===== src/rtl/pc_fetch_sequencer.sv =====
// Program counter owner: fetches over a req/ack imem handshake, holds the
// instruction for decode and redirects on jr/jump/taken-branch.
module pc_fetch_sequencer #(
    parameter logic [31:0] RESET_PC = 32'h0000_3000,
    parameter int unsigned CNT_W    = 16
) (
    input  logic             clk,
    input  logic             rst_n,
    output logic             imem_req,
    output logic [31:0]      imem_addr,
    input  logic             imem_ack,
    input  logic [31:0]      imem_rdata,
    output logic             instr_valid,
    output logic [31:0]      instr_out,
    output logic [31:0]      instr_pc,
    input  logic             stall,
    input  logic             branch_take,
    input  logic             jump,
    input  logic             jr,
    input  logic [31:0]      jr_target,
    output logic             addr_err,
    output logic [CNT_W-1:0] taken_cnt
);

    typedef enum logic [1:0] {
        BOOT,
        FETCH,
        VALID,
        HALT
    } state_e;

    state_e           state_q, state_d;
    logic [31:0]      fetch_pc_q, fetch_pc_d;
    logic [31:0]      instr_q, instr_d;
    logic [31:0]      ipc_q, ipc_d;
    logic             addr_err_q, addr_err_d;
    logic [CNT_W-1:0] cnt_q, cnt_d;

    logic [31:0] pc4;
    logic [31:0] br_off;
    logic [31:0] next_pc;
    logic        redirect;

    assign pc4      = ipc_q + 32'd4;
    assign br_off   = {{14{instr_q[15]}}, instr_q[15:0], 2'b00};
    assign redirect = jr | jump | branch_take;

    always_comb begin
        next_pc = pc4;
        if (jr) begin
            next_pc = jr_target;
        end else if (jump) begin
            next_pc = {pc4[31:28], instr_q[25:0], 2'b00};
        end else if (branch_take) begin
            next_pc = pc4 + br_off;
        end
    end

    always_comb begin
        state_d    = state_q;
        fetch_pc_d = fetch_pc_q;
        instr_d    = instr_q;
        ipc_d      = ipc_q;
        addr_err_d = addr_err_q;
        cnt_d      = cnt_q;
        unique case (state_q)
            BOOT: begin
                state_d    = FETCH;
                fetch_pc_d = RESET_PC;
            end
            FETCH: begin
                if (imem_ack) begin
                    instr_d = imem_rdata;
                    ipc_d   = fetch_pc_q;
                    state_d = VALID;
                end
            end
            VALID: begin
                // control inputs matter only in the accept cycle
                if (!stall) begin
                    if (next_pc[1:0] != 2'b00) begin
                        addr_err_d = 1'b1;
                        state_d    = HALT;
                    end else begin
                        fetch_pc_d = next_pc;
                        state_d    = FETCH;
                        if (redirect && cnt_q != '1) begin
                            cnt_d = cnt_q + {{(CNT_W-1){1'b0}}, 1'b1};
                        end
                    end
                end
            end
            HALT: begin
                state_d = HALT;
            end
            default: begin
                state_d = BOOT;
            end
        endcase
    end

    always_ff @(posedge clk or negedge rst_n) begin
        if (!rst_n) begin
            state_q    <= BOOT;
            fetch_pc_q <= RESET_PC;
            instr_q    <= 32'd0;
            ipc_q      <= 32'd0;
            addr_err_q <= 1'b0;
            cnt_q      <= '0;
        end else begin
            state_q    <= state_d;
            fetch_pc_q <= fetch_pc_d;
            instr_q    <= instr_d;
            ipc_q      <= ipc_d;
            addr_err_q <= addr_err_d;
            cnt_q      <= cnt_d;
        end
    end

    assign imem_req    = (state_q == FETCH);
    assign imem_addr   = fetch_pc_q;
    assign instr_valid = (state_q == VALID);
    assign instr_out   = instr_q;
    assign instr_pc    = ipc_q;
    assign addr_err    = addr_err_q;
    assign taken_cnt   = cnt_q;

endmodule


===== config.mk =====
export PLATFORM = sky130hd
export DESIGN_NAME = pc_fetch_sequencer
export DESIGN_NICKNAME = d
export VERILOG_FILES = /design/src/rtl/pc_fetch_sequencer.sv
export SDC_FILE = /design/constraint.sdc
export NUM_CORES = 1
export LEC_CHECK = 0
export CAP_MARGIN = 20
export CELL_PAD_IN_SITES_DETAIL_PLACEMENT = 2
export CELL_PAD_IN_SITES_GLOBAL_PLACEMENT = 2
export CORE_MARGIN = 2
export CORE_UTILIZATION = 27
export CTS_BUF_LIST = sky130_fd_sc_hd__clkbuf_16
export DETAILED_ROUTE_END_ITERATION = 8
export PLACE_DENSITY = 0.74
export SLEW_MARGIN = 20
export SYNTH_ARGS = -nofsm -noshare
export SYNTH_HDL_FRONTEND = slang
export SYNTH_SLANG_ARGS = --single-unit

===== constraint.sdc =====
create_clock -name clk -period 3.61 [get_ports clk]
set_input_delay 0.9025 -clock clk [delete_from_list [all_inputs] [get_ports clk]]
set_output_delay 0.9025 -clock clk [all_outputs]
set_load 0.02 [all_outputs]

==> results.env <==
CTS_CLK_PIN_SLEW_WORST_PATHS_NS=0.08
MAXSLEWVIOLCOUNT=0
SYNTHDISTINCTLIBCELLS=68
DETAILEDROUTE.FIRSTPASSITERATIONCOUNT=5
KIND_OF_START_POINT_OF_THE_CRITICAL_PATH='flip-flop'
FINALSETUPVIOLCOUNT=17
PIN_COUNT=186
MAX_SLEW.WORST_PIN.SLEW_NS=0.8345
GRT_USAGE_PCT=24.62
YS_FF_LATCH=115
HTREE_NUM_LEVELS=4
CORE_REGION_AREA_MM2=0.02621
NETLIST_TOP_CELLS_AREA='sky130_fd_sc_hd__dfrtp_1 39%, sky130_fd_sc_hd__mux2_2 10%, sky130_fd_sc_hd__ha_1 6.2%'
CTS.ROOT.BUFFER_CELL='sky130_fd_sc_hd__clkbuf_16'
WORST_SETUP_PATH_END_KIND='flip-flop'
DIE_HEIGHT_UM=167.8
CRITICAL_PATH_CLASS='reg2reg'
FINAL.PERIOD_UTILIZATION_PCT=114.1
CLKLATENCYLATEPIN_NS=0.46
SEQ_AREA_FRAC_SYNTH_PCT=39.78
LAYOUT-DRIVE-GT1-SHARE_PCT=34.44
GRT_PASS1_VIAS=8535
HPWL_UM=23280
FP.DIEAREA_MM2=0.02814
CP_DATA_REQUIRED_TIME_NS=3.93
CTS_BUFFERS=17
SYNTH_FP_NETS=851
CLOCK_TREE_FROM_TRITONCTS='built'
ASYNC_RESET_FF_SHARE_PCT=100.0
POWER_DENSITY_mW_PER_MM2=627.8
ROUTE.VIAS.TOTAL=7803
POST-SYNTH-TOP-COUNT-CELL='sky130_fd_sc_hd__dfrtp_1'
SYNTH_TOP_CELL_AREA_SHARE_PCT=39.05
SYNTH_EDF_COUNT=0
DRT.ANTENNA.VIOLATING_NETS=0
COUNT_OF_INSERTED_ANTENNA_DIODE_CELLS=0
GRT_REMAINING_OVERFLOW=0
CRITICAL_PATH_MAX_STAGE_DELAY_NS=0.37
ANTENNA_VIOLATIONS_BEFORE_REPAIR=2
FINISH.NET_COUNT=1179
TIMING_HOLD_VIOLATIONS_FINAL=0
FINALCLOCKSKEW_NS=0.01816
MINIMUM_CLOCK_PERIOD_NS=4.120
FINAL_CELL_AREA_MM2=0.01193
SYNTH_AREA_MM2=0.007241
PIN_COUNT_OF_THE_BIGGEST_NET_ENTERING_GLOBAL_ROUTING=57
POWER.IR.VDD_WORST_mV=0.2300
STATUS='finished with violations'
GRT_SETUP_UNREPAIRED='yes'
MAX_CLOCK_FREQ_MHz=242.7
TIMING.MAX_CAP.VIOLATIONS=0
DOMINANTREGCELLSYNTH='sky130_fd_sc_hd__dfrtp_1'
VIOLATIONS='setup timing'
FLOW.AREA_GROWTH_FROM_SYNTHESIS_PCT=64.71
PLACE_CONGESTION=0.8429
SYN-MEAN-INSTANCE-AREA_UM2=9.745
GLOBAL_ROUTE_WIRE_LENGTH_BEFORE_REPAIR_UM=52320
ROWS=59
SYNTHCELLS=743
WORSTPATHARRIVAL_NS=4.44
POSTLAYOUTCOREUTIL_PCT=45.51
CTS-ROOT-TO-SINK-BUFFERS=2
CTS_SINKS=115
SETUP_WS_NS=-0.5097
DRT_WL_TOTAL_UM=40340
DIE-WIDTH_UM=167.8
PLACEMENT.IO_BUFFERS=185
DRT-INITIAL-DRC-COUNT=480
CP_MAX_FO=3
SYNTH_AREA_LEADER_CELL='sky130_fd_sc_hd__dfrtp_1'
CRIT_PATH_CELL_TRACE='and4_4 > and3_4 > and4_4 > and3_4 > nand3_4 > xnor2_2 > ha_1 > a21o_1 > a21o_1 > a311o_1 > o221ai_4 > a21oi_4 > a311oi_4 > o21ai_1 > a31oi_1 > xor2_1 > o41ai_2'
P_LEAK_nW=5.230
CLASSIFICATION_OF_THE_WORST_SLACK_HOLD_PATH='in2async'
START_UTIL_PCT=27.63
VIASPERCELL=5.503
TOP_POST_SYNTHESIS_CELLS_BY_COUNT='113 x sky130_fd_sc_hd__dfrtp_1, 65 x sky130_fd_sc_hd__mux2_2, 58 x sky130_fd_sc_hd__nand2_1, 58 x sky130_fd_sc_hd__nor2_1, 54 x sky130_fd_sc_hd__a21oi_1'
SLEW_HEADROOM_PCT=44.37
SYNTH_WARNINGS=0
POSTCTSHOLDBUFS=0
CRITPATHSLOWESTCELL='sky130_fd_sc_hd__dfrtp_2'
PLACED_CELL_AREA_MM2=0.01026
ROUTE.DETAILED.DRC=0
DRT-WIRELENGTH-PER-CELL_UM=28.45
LAYOUT.FILLER_CELLS=2657
[critical path, delay by kind of cell, from the launching register on]
kind	cells	cell delay [ns]
AO/OA/AOI/OAI	9	2.05
AND/OR/NAND/NOR	5	0.95
flip-flops	1	0.37
XOR/XNOR	2	0.33
adder cells (fa/ha/maj)	1	0.29
[power by group]
| group | leakage, nW | switching (mW) | total [mW] | internal (mW) |
|---|---|---|---|---|
| Combinational | 3.46 | 2.01 | 3.72 | 1.71 |
| Clock | 0.288 | 0.772 | 1.86 | 1.09 |
| Sequential | 1.49 | 0.351 | 1.91 | 1.56 |
| Total | 5.23 | 3.13 | 7.49 | 4.36 |
[what timing repair did]
| action | 4_1_cts | 5_1_grt |
|---|---|---|
| buffers inserted | 20 | 27 |
| pin swaps | 26 | 46 |
| endpoints found under the setup margin | 15 | 19 |
| resized for setup | 32 | 104 |
[path summary, 6_finish.rpt]
kind / from / endpoint / slack (ns) / depth (start not counted)
max: instr_pc[4] / imem_addr[30] / -0.51 / 17
min: rst_n / imem_addr[31] / 0.32 / 1
max reg2reg: instr_pc[4] / imem_addr[30] / -0.51 / 17
min reg2reg: addr_err / addr_err / 0.48 / 1
max in group asynchronous: rst_n / instr_pc[4] / 2.34 / 2
min in group clk: addr_err / addr_err / 0.48 / 1
[metal layers]
metal | share of wire, % | GRT usage [%]
met3 | 5.0 | 5.294
met5 | 0.040 | 0
met2 | 50 | 42.40
met4 | 4.9 | 9.905
met1 | 40 | 29.92
[cell type report]
cell class / count / area, µm² / area share, %
inverter: 13 / 48.80 / 0.4091
clock inverter: 14 / 178.9 / 1.500
multi-input combinational: 584 / 4897 / 41.06
sequential: 115 / 2888 / 24.21
clock buffer: 17 / 425.4 / 3.567
tap: 335 / 419.2 / 3.514
timing repair buffer: 340 / 3069 / 25.73
[sequential cells by signal, indices dropped and copies added (netlist names)]
| register | count |
|---|---|
| imem_addr | 32 |
| instr_pc | 32 |
| addr_err | 1 |
| instr_out | 32 |
| state_q | 2 |
| taken_cnt | 16 |
[kinds of logic (layout without fill, tap and decap cells)]
group,Yosys count,count (layout),share of synthesized area (%)
buffers and inverters,44,384,2.333
adders and majority gates,37,37,6.497
muxes,76,76,11.63
and+or+nand+nor,217,217,15.12
AOI/OAI and AO/OA,187,187,16.54
xor gates and xnor gates,67,67,8.104
DFF,115,115,39.78
[layout by cell type, fill, tap and decap left out, types with 16 or more instances in the layout]
| cell | instances |
|---|---|
| sky130_fd_sc_hd__clkbuf_16 | 17 |
| sky130_fd_sc_hd__buf_4 | 148 |
| sky130_fd_sc_hd__xnor2_1 | 34 |
| sky130_fd_sc_hd__nand2_1 | 51 |
| sky130_fd_sc_hd__nand3_1 | 17 |
| sky130_fd_sc_hd__a21oi_1 | 46 |
| sky130_fd_sc_hd__nor2_1 | 53 |
| sky130_fd_sc_hd__ha_1 | 22 |
| sky130_fd_sc_hd__clkdlybuf4s50_1 | 184 |
| sky130_fd_sc_hd__xor2_1 | 16 |
| sky130_fd_sc_hd__mux2_2 | 65 |
| sky130_fd_sc_hd__o21ai_0 | 31 |
| sky130_fd_sc_hd__dfrtp_1 | 107 |
| sky130_fd_sc_hd__a21o_1 | 18 |
[through the flow]
stage	instances	setup slack [ns]	TNS [ns]	hold slack [ns]	power, mW
2_1_floorplan	743	-0.1489	-0.2668	0.5136	3.287
3_3_place_gp	1341	-0.2534	-0.7447	0.4604	4.687
3_5_place_dp	1341	-0.4068	-2.108	0.4596	4.786
4_1_cts	1392	-0.1330	-0.3442	0.3309	6.818
5_1_grt	1418	-0.6234	-5.940	0.3276	7.733
6_report	1418	-0.5097	-4.170	0.3223	7.487
Note: power is estimated with default switching activity, not from simulation.
